## src/rtl/sterownik_wyswietlacza.sv

```systemverilog
// Multiplexed 4-digit 7-segment clock display driver (HH:MM) with
// anti-ghosting blanking, leading-zero suppression and a blinking colon.
module sterownik_wyswietlacza #(
  parameter int SCAN_DIV     = 4,
  parameter int BLINK_FRAMES = 2,
  parameter bit BLANK_LZ     = 1'b1
) (
  input  logic       clk_i,
  input  logic       rst_i,
  input  logic [1:0] hr1_i,
  input  logic [3:0] hr2_i,
  input  logic [3:0] min1_i,
  input  logic [3:0] min2_i,
  output logic [3:0] an_o,
  output logic [6:0] seg_o,
  output logic       dp_o
);

  localparam int SW = $clog2(SCAN_DIV);
  localparam int FW = (BLINK_FRAMES > 1) ? $clog2(BLINK_FRAMES) : 1;
  localparam logic [SW-1:0] SLOT_LAST  = SW'(SCAN_DIV - 1);
  localparam logic [FW-1:0] FRAME_LAST = FW'(BLINK_FRAMES - 1);

  localparam logic [6:0] SEG_DASH  = 7'b0111111;
  localparam logic [6:0] SEG_BLANK = 7'b1111111;

  function automatic logic [6:0] seg_of(input logic [3:0] v);
    case (v)
      4'd0:    seg_of = 7'b1000000;
      4'd1:    seg_of = 7'b1111001;
      4'd2:    seg_of = 7'b0100100;
      4'd3:    seg_of = 7'b0110000;
      4'd4:    seg_of = 7'b0011001;
      4'd5:    seg_of = 7'b0010010;
      4'd6:    seg_of = 7'b0000010;
      4'd7:    seg_of = 7'b1111000;
      4'd8:    seg_of = 7'b0000000;
      4'd9:    seg_of = 7'b0010000;
      default: seg_of = SEG_DASH;
    endcase
  endfunction

  // Counters describe the position of the output cycle registered at the next edge.
  logic [SW-1:0] slot_q, slot_d;
  logic [1:0]    idx_q, idx_d;
  logic [FW-1:0] frame_q, frame_d;
  logic          blink_q, blink_d;
  logic [1:0]    hr1_q, hr1_d;
  logic [3:0]    hr2_q, hr2_d, min1_q, min1_d, min2_q, min2_d;
  logic [3:0]    an_q, an_d;
  logic [6:0]    seg_q, seg_d;
  logic          dp_q, dp_d;
  logic [3:0]    digit;

  // NOTE: state uses non-blocking assignments so every flop samples pre-edge values.
  always_ff @(posedge clk_i) begin
    if (rst_i) begin
      slot_q  <= '0;
      idx_q   <= '0;
      frame_q <= '0;
      blink_q <= 1'b0;
      hr1_q   <= '0;
      hr2_q   <= '0;
      min1_q  <= '0;
      min2_q  <= '0;
      an_q    <= 4'hF;
      seg_q   <= SEG_BLANK;
      dp_q    <= 1'b1;
    end else begin
      slot_q  <= slot_d;
      idx_q   <= idx_d;
      frame_q <= frame_d;
      blink_q <= blink_d;
      hr1_q   <= hr1_d;
      hr2_q   <= hr2_d;
      min1_q  <= min1_d;
      min2_q  <= min2_d;
      an_q    <= an_d;
      seg_q   <= seg_d;
      dp_q    <= dp_d;
    end
  end

  // Next-state: scan counters, frame/blink counter, frame-start snapshot.
  always_comb begin
    // NOTE: every comb output gets a default first, so no path can infer a latch.
    slot_d  = slot_q;
    idx_d   = idx_q;
    frame_d = frame_q;
    blink_d = blink_q;
    hr1_d   = hr1_q;
    hr2_d   = hr2_q;
    min1_d  = min1_q;
    min2_d  = min2_q;

    if (slot_q == '0 && idx_q == 2'd0) begin
      hr1_d  = hr1_i;
      hr2_d  = hr2_i;
      min1_d = min1_i;
      min2_d = min2_i;
    end

    if (slot_q == SLOT_LAST) begin
      slot_d = '0;
      idx_d  = idx_q + 2'd1;
      if (idx_q == 2'd3) begin
        if (frame_q == FRAME_LAST) begin
          frame_d = '0;
          blink_d = ~blink_q;
        end else begin
          frame_d = frame_q + 1'b1;
        end
      end
    end else begin
      slot_d = slot_q + 1'b1;
    end
  end

  // Outputs use the _d snapshot so the frame-start cycle already shows the new capture.
  always_comb begin
    case (idx_q)
      2'd0:    digit = min2_d;
      2'd1:    digit = min1_d;
      2'd2:    digit = hr2_d;
      default: digit = (hr1_d == 2'd3) ? 4'hF : {2'b00, hr1_d};
    endcase

    seg_d = seg_of(digit);
    an_d  = (slot_q == '0) ? 4'hF : ~(4'b0001 << idx_q);
    dp_d  = ~(idx_q == 2'd2 && slot_q != '0 && blink_q);

    if (BLANK_LZ && idx_q == 2'd3 && hr1_d == 2'd0) begin
      an_d  = 4'hF;
      seg_d = SEG_BLANK;
    end
  end

  assign an_o  = an_q;
  assign seg_o = seg_q;
  assign dp_o  = dp_q;

endmodule

```

## config.mk

```make
export PLATFORM = sky130hd
export DESIGN_NAME = sterownik_wyswietlacza
export DESIGN_NICKNAME = d
export VERILOG_FILES = /design/src/rtl/sterownik_wyswietlacza.sv
export SDC_FILE = /design/constraint.sdc
export NUM_CORES = 1
export LEC_CHECK = 0
export ABC_CLOCK_PERIOD_IN_PS = 5400
export BUFFER_PORTS_ARGS = -buffer_cell sky130_fd_sc_hd__buf_4
export CAP_MARGIN = 20
export CORE_ASPECT_RATIO = 0.7
export CORE_MARGIN = 4
export CORE_UTILIZATION = 40
export CTS_BUF_LIST = sky130_fd_sc_hd__clkbuf_16
export DETAILED_ROUTE_END_ITERATION = 7
export REMOVE_ABC_BUFFERS = 1
export SYNTH_ARGS = -nofsm -noshare
export SYNTH_HDL_FRONTEND = slang
export SYNTH_SLANG_ARGS = --single-unit
```

## constraint.sdc

```tcl
create_clock -name clk_i -period 5.4 [get_ports clk_i]
set_clock_uncertainty 0.15 [all_clocks]
set_input_delay 0.27 -clock clk_i [delete_from_list [all_inputs] [get_ports clk_i]]
set_output_delay 0.27 -clock clk_i [all_outputs]
set_load 0.01 [all_outputs]
```

==> flow_metrics.env, run 1 <==
export IMPL_outcome="completed"
export IMPL_max_freq_ghz=0.299
export IMPL_synth_fa_ha_area_share_pct=8.24
export IMPL_yosysSeqAreaShare_pct=38.4
export IMPL_period_needed_ns=3.35
export IMPL_mostFrequentLayoutCells="35 x nand2_1, 32 x dfxtp_1, 27 x buf_4"
export IMPL_synthCells=188
export IMPL_cts_setup_buffers=0
export IMPL_muxShareOfSynthArea_pct=5.02
export IMPL_routabilityCongestion=0.839
export IMPL_cts_root_buf="clkbuf_16"
export IMPL_final_common_cell="nand2_1"
export IMPL_crit_chain="inv_1 > ha_1 > nand2_1 > mux2i_1 > a32oi_1 > inv_1 > ha_1 > or2_1 > o32ai_1 > a211oi_1 > o21ai_1"
export IMPL_fillers=375
export IMPL_gr_total_overflow=0
export IMPL_p_leak_nw=0.816
export IMPL_synth_ff_type="dfxtp_1"
export IMPL_grt_use_total_pct=15.7
export IMPL_power_density_cell_area_nw_per_um2=390
export IMPL_clk_path_buf_depth=2
export IMPL_critPathLaunchType="flip-flop"
export IMPL_synth_simple_gate_area_share_pct=18.9
export IMPL_synth_seq_cells=32
export IMPL_regToRegStartpoint="slot_q[0]"
export IMPL_via_per_inst=5.32
export IMPL_synthXorXnorAreaFrac_pct=1.57
export IMPL_regToRegSetupSlack_ns=2.05
export IMPL_synth_compound_gate_area_share_pct=21.9
export IMPL_synthArstFlopShare_pct=0
export IMPL_worstReg2RegEnd="seg_o[5]"
export IMPL_fin_cells=262
export IMPL_cp_end_kind="flip-flop"
export IMPL_startpoint="slot_q[0]"
export IMPL_fp_dieArea_sq_um=5290
export IMPL_drive_gt1_share_pct=22.9
export IMPL_die_w_um=85.2
export IMPL_drt_initial_drc_count=53
export IMPL_cts_inserted_buffers=5
export IMPL_grt_max_degree=24
export IMPL_wire_per_inst_um=14.3
export IMPL_holdBufCountCts=0
export IMPL_worst_ep_arrival_time_ns=3.40
export IMPL_ir_drop_mv=0.171
export IMPL_rr_worst_depth=11
export IMPL_finalHoldViolCount=0
export IMPL_drtAntennaViolNets=0
export IMPL_slew_headroom_pct=53.4
export IMPL_die_h_um=62.1
export IMPL_dp_cells=254
export IMPL_ys_types=51
export IMPL_grt_pass1_vias=1351
export IMPL_hold_path_class="primary input to flip-flop"
export IMPL_synth_top_family_by_area="compound AO/OA/AOI/OAI gates"
export IMPL_routed_wl_mm=3.75
export IMPL_cts_clk_slew_worst_paths_ns=0.05
export IMPL_fp_coreArea_sq_um=3970
export IMPL_drt_pass1_iter_count=4
export IMPL_syn_avg_cell_area_sq_um=8.88
export IMPL_final_nets=236
export IMPL_setup_tns_final_ns=0
export IMPL_start_util_pct=42.1
export IMPL_tritoncts="yes"
export IMPL_n_antenna_cell=0
export IMPL_synth_enable_flop_cells=0
export IMPL_maxSlewViolCount=0
export IMPL_ys_warn_count=0
export IMPL_port_buffers=27
export IMPL_worstPathRequired_ns=5.45
export IMPL_cp_slowest_cell="ha_1"
export IMPL_htree_levels=2
export IMPL_io_pins=28
export IMPL_setup_viol=0
export IMPL_syn_cell_area_sq_um=1670
export IMPL_cts_repair_resized=0
export IMPL_vias=1395
export IMPL_area_growth_pct=21.6
export IMPL_antenna_found_initial=0
export IMPL_worst_pin_slew_ns=0.700
export IMPL_insertion_delay_ns=0.27
export IMPL_crit_path_max_incr_delay_ns=0.60
export IMPL_grt_pass1_wl_mm=6.27
export IMPL_drc_errors=0
export IMPL_critPathMaxFanout=18
export IMPL_cts_sinks=32
export IMPL_path_class="flip-flop to flip-flop"
export IMPL_cap_violations=0
export IMPL_endpoint="seg_o[5]"
export IMPL_num_rows=19
export IMPL_fin_crit_sh_pct=62.0
export IMPL_rsz0062_at_grt="false"
export IMPL_dp_hpwl_mm=2.73
synth_stat cells, types with 3 or more instances:
master / n / area [sq um]
nand4_1: 7 / 43.8
nand2_1: 35 / 131
nor2b_1: 4 / 25.0
nor2_1: 9 / 33.8
mux2i_1: 5 / 50.1
ha_1: 11 / 138
clkbuf_1: 7 / 26.3
inv_1: 7 / 26.3
dfxtp_1: 32 / 641
a21oi_1: 12 / 60.1
o21ba_2: 3 / 30.0
o21ai_1: 6 / 30.0
nand3_1: 3 / 15.0
through the flow:
stage | util (%) | total power, W | cell area, sq um | setup slack, ns | hold slack (ns)
global route | 51.2 | 0.000838 | 2030 | 1.69 | 0.110
CTS | 51.2 | 0.000801 | 2030 | 2.04 | 0.102
global placement | 47.1 | 0.000478 | 1870 | 2.24 | 0.263
detailed placement | 47.1 | 0.000486 | 1870 | 2.06 | 0.252
floorplan | - | 0.000420 | 1600 | 2.60 | 0.189
finish | 51.2 | 0.000793 | 2030 | 2.05 | 0.103
metal layers:
| metal | wire length [um] | share of wire, % | GRT usage [%] | vias to the layer above |
|---|---|---|---|---|
| li1 | - | - | - | 705 |
| met1 | 1750 | 47 | 18.6 | 656 |
| met2 | 1770 | 47 | 26.8 | 27 |
| met3 | 173 | 4.6 | 5.01 | 7 |
| met4 | 59 | 1.6 | 7.00 | 0 |
| met5 | 0 | 0 | 0 | - |
power breakdown:
group          internal [W]  switching [W]
sequential         0.000265      0.0000119
clock              0.000214      0.0000981
combinational     0.0000910       0.000113
layout make-up:
| class | count | area [sq um] | area share, % |
|---|---|---|---|
| Multi-Input combinational cell | 135 | 930 | 45.8 |
| Inverter | 8 | 30.0 | 1.48 |
| Sequential cell | 32 | 641 | 31.5 |
| Clock buffer | 5 | 125 | 6.16 |
| Clock inverter | 3 | 37.5 | 1.85 |
| Timing Repair Buffer | 27 | 203 | 9.98 |
| Tap cell | 52 | 65.1 | 3.20 |
worst min path at each step:
stage | startpoint | to | slack, ns | cells past startpoint
floorplan | rst_i | hr2_q[1] | 0.19 | 1
global placement | blink_q | dp_o | 0.26 | 1
detailed placement | blink_q | dp_o | 0.25 | 1
CTS | min2_i[2] | min2_q[2] | 0.10 | 3
global route | min2_i[2] | min2_q[2] | 0.11 | 3
finish | min2_i[2] | min2_q[2] | 0.10 | 3
cell families (layout without fill, tap and decap cells):
kind of cell | count (synthesis) | after routing
buffers and inverters | 21 | 43
multiplexers | 7 | 7
flip-flops | 32 | 32
AND/OR/NAND/NOR | 68 | 68
AO/OA/AOI/OAI | 46 | 46
adder cells (fa/ha/maj) | 11 | 11
XOR/XNOR | 3 | 3
sequential cells by signal, indices dropped and copies added (netlist names):
name	count
min1_q	4
seg_o	7
frame_q	1
hr1_q	2
dp_o	1
slot_q	2
an_o	4
idx_q	2
min2_q	4
blink_q	1
hr2_q	4
critical path, delay by kind of cell (launching register included):
kind | cells | cell delay [ns]
AO/OA/AOI/OAI | 4 | 0.82
buffers and inverters | 2 | 0.22
flip-flops | 1 | 0.32
multiplexers | 1 | 0.27
AND/OR/NAND/NOR | 2 | 0.64
adder cells (fa/ha/maj) | 2 | 0.86
Note: power is estimated with default switching activity, not from simulation.
==> inputs of run 2 (changes only) <==
--- a/config.mk
+++ b/config.mk
@@ -5,7 +5,8 @@
 export SDC_FILE = /design/constraint.sdc
 export NUM_CORES = 1
 export LEC_CHECK = 0
-export ABC_CLOCK_PERIOD_IN_PS = 5400
+export ABC_AREA = 1
+export ABC_CLOCK_PERIOD_IN_PS = 3500
 export BUFFER_PORTS_ARGS = -buffer_cell sky130_fd_sc_hd__buf_4
 export CAP_MARGIN = 20
 export CORE_ASPECT_RATIO = 0.7
==> constraint.sdc (replaced) <==
create_clock -name clk_i -period 3.5 [get_ports clk_i]
set_clock_uncertainty 0.15 [all_clocks]
set_input_delay 0.175 -clock clk_i [delete_from_list [all_inputs] [get_ports clk_i]]
set_output_delay 0.175 -clock clk_i [all_outputs]
set_load 0.01 [all_outputs]
==> flow_metrics.env, run 2 <==
export IMPL_outcome="completed"
export IMPL_p_comb_share_pct=35.2
export IMPL_via_per_inst=4.62
export IMPL_n_antenna_cell=0
export IMPL_final_nets=277
export IMPL_synth_ff_type="dfxtp_1"
export IMPL_setup_tns_final_ns=0
export IMPL_setup_viol=0
export IMPL_worst_ep_arrival_time_ns=2.63
export IMPL_largest_reg_flops=7
export IMPL_p_leak_nw=1.04
export IMPL_hold_ws_ns=0.0191
export IMPL_start_util_pct=42.5
export IMPL_wire_per_inst_um=11.9
export IMPL_antenna_found_initial=0
export IMPL_slew_headroom_pct=75.0
export IMPL_grt_max_degree=19
export IMPL_ir_drop_mv=0.273
export IMPL_fin_cells=303
export IMPL_maxSlewViolCount=0
export IMPL_max_freq_ghz=0.382
export IMPL_drtAntennaViolNets=0
export IMPL_tritoncts="yes"
export IMPL_drc_errors=0
export IMPL_routabilityCongestion=0.849
export IMPL_rsz0062_at_grt="false"
export IMPL_cts_repair_resized=0
export IMPL_grt_pass1_vias=1353
export IMPL_synth_simple_gate_area_share_pct=35.3
export IMPL_muxShareOfSynthArea_pct=0
export IMPL_cts_inserted_buffers=5
export IMPL_hold_path_class="primary input to flip-flop"
export IMPL_num_rows=19
export IMPL_worst_pin_slew_ns=0.375
export IMPL_endpoint="seg_o[3]"
export IMPL_internal_power_w=0.000858
export IMPL_cp_end_kind="flip-flop"
export IMPL_synth_fa_ha_area_share_pct=8.05
export IMPL_seqPwrFrac_pct=34.1
export IMPL_rr_worst_depth=14
export IMPL_place_ws_ns=0.914
export IMPL_drive_gt1_share_pct=28.3
export IMPL_synth_top_family_by_area="simple AND/OR/NAND/NOR gates"
export IMPL_regToRegSetupSlack_ns=0.88
export IMPL_htree_levels=2
export IMPL_ys_warn_count=0
export IMPL_holdBufCountCts=0
export IMPL_die_w_um=86.1
export IMPL_die_h_um=62.7
export IMPL_regToRegStartpoint="slot_q[0]"
export IMPL_p_sw_w=0.000441
export IMPL_synth_seq_cells=32
export IMPL_routed_wl_mm=3.60
export IMPL_gr_total_overflow=0
export IMPL_cap_violations=0
export IMPL_dp_hpwl_mm=2.74
export IMPL_synth_compound_gate_area_share_pct=5.78
export IMPL_critPathLaunchType="flip-flop"
export IMPL_yosysMostFrequentCell="nand2_1"
export IMPL_path_class="flip-flop to flip-flop"
export IMPL_synth_enable_flop_cells=0
export IMPL_grt_use_total_pct=15.2
export IMPL_synth_top_area_share_pct=37.5
export IMPL_critPathMaxFanout=17
export IMPL_finalHoldViolCount=0
export IMPL_syn_avg_cell_area_sq_um=7.77
export IMPL_cts_sinks=32
export IMPL_synthArstFlopShare_pct=0
export IMPL_startpoint="slot_q[0]"
export IMPL_grt_pass1_wl_mm=6.30
export IMPL_ys_types=31
export IMPL_power_density_cell_area_nw_per_um2=626
export IMPL_fin_crit_sh_pct=74.8
export IMPL_fin_ws_ns=0.880
export IMPL_fp_dieArea_sq_um=5400
export IMPL_syn_cell_area_sq_um=1710
export IMPL_cts_root_buf="clkbuf_16"
export IMPL_vias=1401
export IMPL_clk_path_buf_depth=2
export IMPL_cts_setup_buffers=0
export IMPL_synth_top_area_cell="dfxtp_1"
export IMPL_pwr_share_clk_pct=30.7
export IMPL_synthCells=220
export IMPL_synth_common_cells="39 x nand2_1, 36 x inv_1, 32 x dfxtp_1"
export IMPL_yosysSeqAreaShare_pct=37.5
export IMPL_io_pins=28
export IMPL_drt_initial_drc_count=55
export IMPL_synthXorXnorAreaFrac_pct=0.512
export IMPL_mostFrequentLayoutCells="39 x nand2_1, 38 x inv_1, 32 x dfxtp_1"
export IMPL_worstReg2RegEnd="seg_o[3]"
export IMPL_fp_coreArea_sq_um=4020
export IMPL_swShare_pct=34.0
export IMPL_area_growth_pct=21.4
export IMPL_synth_area_top_cells="dfxtp_1 37%, nand2_1 8.6%, ha_1 8.1%"
export IMPL_worstPathRequired_ns=3.51
export IMPL_dp_cells=295
export IMPL_fillers=410
export IMPL_drt_pass1_iter_count=4
export IMPL_cts_clk_slew_worst_paths_ns=0.05
export IMPL_period_needed_ns=2.62
export IMPL_port_buffers=27
export IMPL_final_common_cell="nand2_1"
export IMPL_min_delay_start="min2_i[1]"
export IMPL_insertion_delay_ns=0.27
[run 2: changes by cell type in the layout (fill, tap and decap cells not counted), sizes merged, moves of 3 or more]
cell | previous run | this run
inv | 8 | 43
nand3 | 3 | 35
nand2 | 35 | 56
nor2 | 9 | 19
a21oi | 12 | 6
mux2i | 6 | 0
nand4 | 7 | 2
nor2b | 4 | 0
o21ba | 3 | 0
o221ai | 3 | 0
[run 2: how the worst min path moves through the flow]
| stage | to | slack (ns) | cells past startpoint |
|---|---|---|---|
| 3_5_place_dp | dp_o | 0.28 | 1 |
| 4_1_cts | min2_q[1] | 0.03 | 3 |
| 3_3_place_gp | dp_o | 0.27 | 1 |
| 6_report | min2_q[1] | 0.02 | 3 |
| 2_1_floorplan | slot_q[0] | 0.1 | 1 |
| 5_1_grt | hr2_q[2] | 0.07 | 2 |
[run 2: cell type report]
cell class | instances | area [sq um] | share of cell area [%]
Tap cell | 52 | 65.1 | 3.14
Clock buffer | 5 | 125 | 6.03
Inverter | 42 | 174 | 8.38
Clock inverter | 3 | 11.3 | 0.543
Multi-Input combinational cell | 141 | 848 | 40.9
Timing Repair Buffer | 28 | 210 | 10.1
Sequential cell | 32 | 641 | 30.9
[run 2: kinds of logic (layout without fill, tap and decap cells)]
group / after synthesis / in the layout
AO/OA/AOI/OAI: 14 / 14
flip-flops: 32 / 32
AND/OR/NAND/NOR: 115 / 115
adder cells (fa/ha/maj): 11 / 11
XOR/XNOR: 1 / 1
buffers and inverters: 47 / 78
[run 2: metrics by stage]
stage	util, %	total power [W]	area (sq um)
final	51.6	0.00130	2070
after global routing	51.6	0.00140	2070
after CTS	51.6	0.00131	2070
after detailed placement	48.2	0.000908	1940
after global placement	48.2	0.000905	1940
after floorplan	-	0.000774	1660
[run 2: critical path, stage by stage, from the launching register on]
cell and delay, ns:
dfxtp_1 0.32, inv_1 0.06, ha_1 0.37, nand2_4 0.23
inv_4 0.12, nand2_2 0.06, nand3_1 0.08, nand2_1 0.07
o21ai_2 0.30, inv_1 0.13, ha_1 0.29, inv_1 0.07
nand3_1 0.11, nand3_1 0.09, nand3_1 0.07
[run 2: power by group through the flow]
stage / registers (W) / clock network (W) / logic [W]
CTS: 0.000444 / 0.000409 / 0.000460
finish: 0.000443 / 0.000398 / 0.000457
global route: 0.000451 / 0.000434 / 0.000518
detailed placement: 0.000451 / 0 / 0.000456
floorplan: 0.000465 / 0 / 0.000309
global placement: 0.000449 / 0 / 0.000456
[run 2: metal layers]
metal	vias to the layer above	GRT usage, %	share of wire (%)
li1	746	-	-
met1	619	21.8	53
met2	29	19.6	39
met3	7	5.40	6.2
met4	0	7.11	2.1
met5	-	0	0
==> inputs of run 3 (changes only) <==
--- a/config.mk
+++ b/config.mk
@@ -6,7 +6,7 @@
 export NUM_CORES = 1
 export LEC_CHECK = 0
 export ABC_AREA = 1
-export ABC_CLOCK_PERIOD_IN_PS = 3500
+export ABC_CLOCK_PERIOD_IN_PS = 2500
 export BUFFER_PORTS_ARGS = -buffer_cell sky130_fd_sc_hd__buf_4
 export CAP_MARGIN = 20
 export CORE_ASPECT_RATIO = 0.7
==> constraint.sdc (replaced) <==
create_clock -name clk_i -period 2.5 [get_ports clk_i]
set_clock_uncertainty 0.15 [all_clocks]
set_input_delay 0.125 -clock clk_i [delete_from_list [all_inputs] [get_ports clk_i]]
set_output_delay 0.125 -clock clk_i [all_outputs]
set_load 0.01 [all_outputs]
==> flow_metrics.env, run 3 (synthesized netlist as in run 2, its figures left out) <==
export IMPL_outcome="completed"
export IMPL_critPathLaunchType="flip-flop"
export IMPL_power_density_cell_area_nw_per_um2=871
export IMPL_htree_levels=2
export IMPL_grt_max_degree=19
export IMPL_fin_crit_sh_pct=91.6
export IMPL_max_freq_ghz=0.436
export IMPL_cap_violations=0
export IMPL_fp_dieArea_sq_um=5400
export IMPL_rr_worst_depth=12
export IMPL_n_antenna_cell=0
export IMPL_drc_errors=0
export IMPL_start_util_pct=42.5
export IMPL_vias=1427
export IMPL_drt_initial_drc_count=76
export IMPL_via_per_inst=4.60
export IMPL_routabilityCongestion=0.850
export IMPL_critPathMaxFanout=12
export IMPL_tritoncts="yes"
export IMPL_min_delay_start="rst_i"
export IMPL_finalHoldViolCount=0
export IMPL_drt_pass1_iter_count=4
export IMPL_maxSlewViolCount=0
export IMPL_period_needed_ns=2.29
export IMPL_worst_ep_arrival_time_ns=2.31
export IMPL_port_buffers=27
export IMPL_wire_per_inst_um=11.8
export IMPL_drtAntennaViolNets=0
export IMPL_die_w_um=86.1
export IMPL_final_util_pct=53.3
export IMPL_fillers=404
export IMPL_setup_tns_final_ns=0
export IMPL_die_h_um=62.7
export IMPL_cts_clk_slew_worst_paths_ns=0.05
export IMPL_area_growth_pct=25.2
export IMPL_cts_inserted_buffers=5
export IMPL_num_rows=19
export IMPL_regToRegSetupSlack_ns=0.21
export IMPL_final_common_cell="nand2_1"
export IMPL_io_pins=28
export IMPL_post_dp_cell_area_sq_um=1960
export IMPL_path_class="flip-flop to flip-flop"
export IMPL_grt_pass1_wl_mm=6.05
export IMPL_fp_coreArea_sq_um=4020
export IMPL_hold_path_class="primary input to flip-flop"
export IMPL_insertion_delay_ns=0.27
export IMPL_antenna_found_initial=0
export IMPL_hold_depth=2
export IMPL_worst_pin_slew_ns=0.347
export IMPL_cts_root_buf="clkbuf_16"
export IMPL_final_nets=284
export IMPL_mostFrequentLayoutCells="39 x nand2_1, 36 x inv_1, 34 x buf_4"
export IMPL_fin_area_sq_um=2140
export IMPL_grt_use_total_pct=14.4
export IMPL_largest_reg_flops=7
export IMPL_cts_sinks=32
export IMPL_worstReg2RegEnd="seg_o[5]"
export IMPL_hold_path_endpoint="hr2_q[2]"
export IMPL_ir_drop_mv=0.456
export IMPL_slew_headroom_pct=76.9
export IMPL_drive_gt1_share_pct=30.6
export IMPL_setup_viol=0
export IMPL_worstPathRequired_ns=2.51
export IMPL_clk_path_buf_depth=2
export IMPL_cp_end_kind="flip-flop"
export IMPL_grt_pass1_vias=1311
export IMPL_gr_total_overflow=0
export IMPL_dp_hpwl_mm=2.71
export IMPL_regToRegStartpoint="idx_q[0]"
export IMPL_rsz0062_at_grt="false"
export IMPL_p_leak_nw=1.07
export IMPL_routed_wl_mm=3.67
## run 3: worst max path at each step
stage          slack (ns)  startpoint        to  depth (start not counted)
2_1_floorplan        0.08    idx_q[0]  seg_o[3]                         14
3_3_place_gp         0.23    idx_q[0]  seg_o[5]                         12
3_5_place_dp         0.16    idx_q[0]  seg_o[5]                         14
4_1_cts              0.15    idx_q[0]  seg_o[5]                         12
5_1_grt              0.02    idx_q[0]  seg_o[5]                         12
6_report             0.21    idx_q[0]  seg_o[5]                         12
## run 3: timing repair
action                                 4_1_cts  5_1_grt
setup buffers                                0        3
resized for setup                            0        1
setup endpoints to repair                    0        3
hold buffers                                 1        0
endpoints found under the hold margin        1        0
## run 3: routing by layer
layer / vias to the layer above / track usage, % / part of all wire [%]
li1: 752 / - / -
met1: 630 / 20.8 / 52
met2: 40 / 19.0 / 40
met3: 5 / 5.14 / 6.9
met4: 0 / 5.93 / 1.4
met5: - / 0 / 0
## run 3: power breakdown
group	internal [W]	switching, W
Combinational	0.000278	0.000397
Clock	0.000360	0.000208
Sequential	0.000597	0.0000236
Total	0.00124	0.000628
## run 3: final cells by class
type / count / area (sq um) / area share [%]
inverter: 42 / 174 / 8.13
tap: 52 / 65.1 / 3.04
timing repair buffer: 35 / 265 / 12.4
clock buffer: 5 / 125 / 5.85
multi-input combinational: 141 / 856 / 40.0
clock inverter: 3 / 13.8 / 0.643
sequential: 32 / 641 / 29.9
## run 3: critical path, cell delays in order (launching register included)
cell,delay (ns)
dfxtp_1,0.33
inv_1,0.11
ha_1,0.22
buf_4,0.21
nand3_1,0.11
nand3_1,0.08
nand3_1,0.12
a21oi_4,0.21
inv_1,0.09
ha_1,0.19
nand3b_1,0.19
nand3_1,0.11
nand3_1,0.06
## run 3: per-stage QoR
step	power (W)	setup WS [ns]	hold WS, ns	std cells
finish	0.00186	0.209	0.0270	310
CTS	0.00186	0.148	0.0289	307
global placement	0.00128	0.233	0.261	298
floorplan	0.00108	0.0779	0.0461	215
detailed placement	0.00128	0.161	0.255	298
global route	0.00200	0.0177	0.0349	310
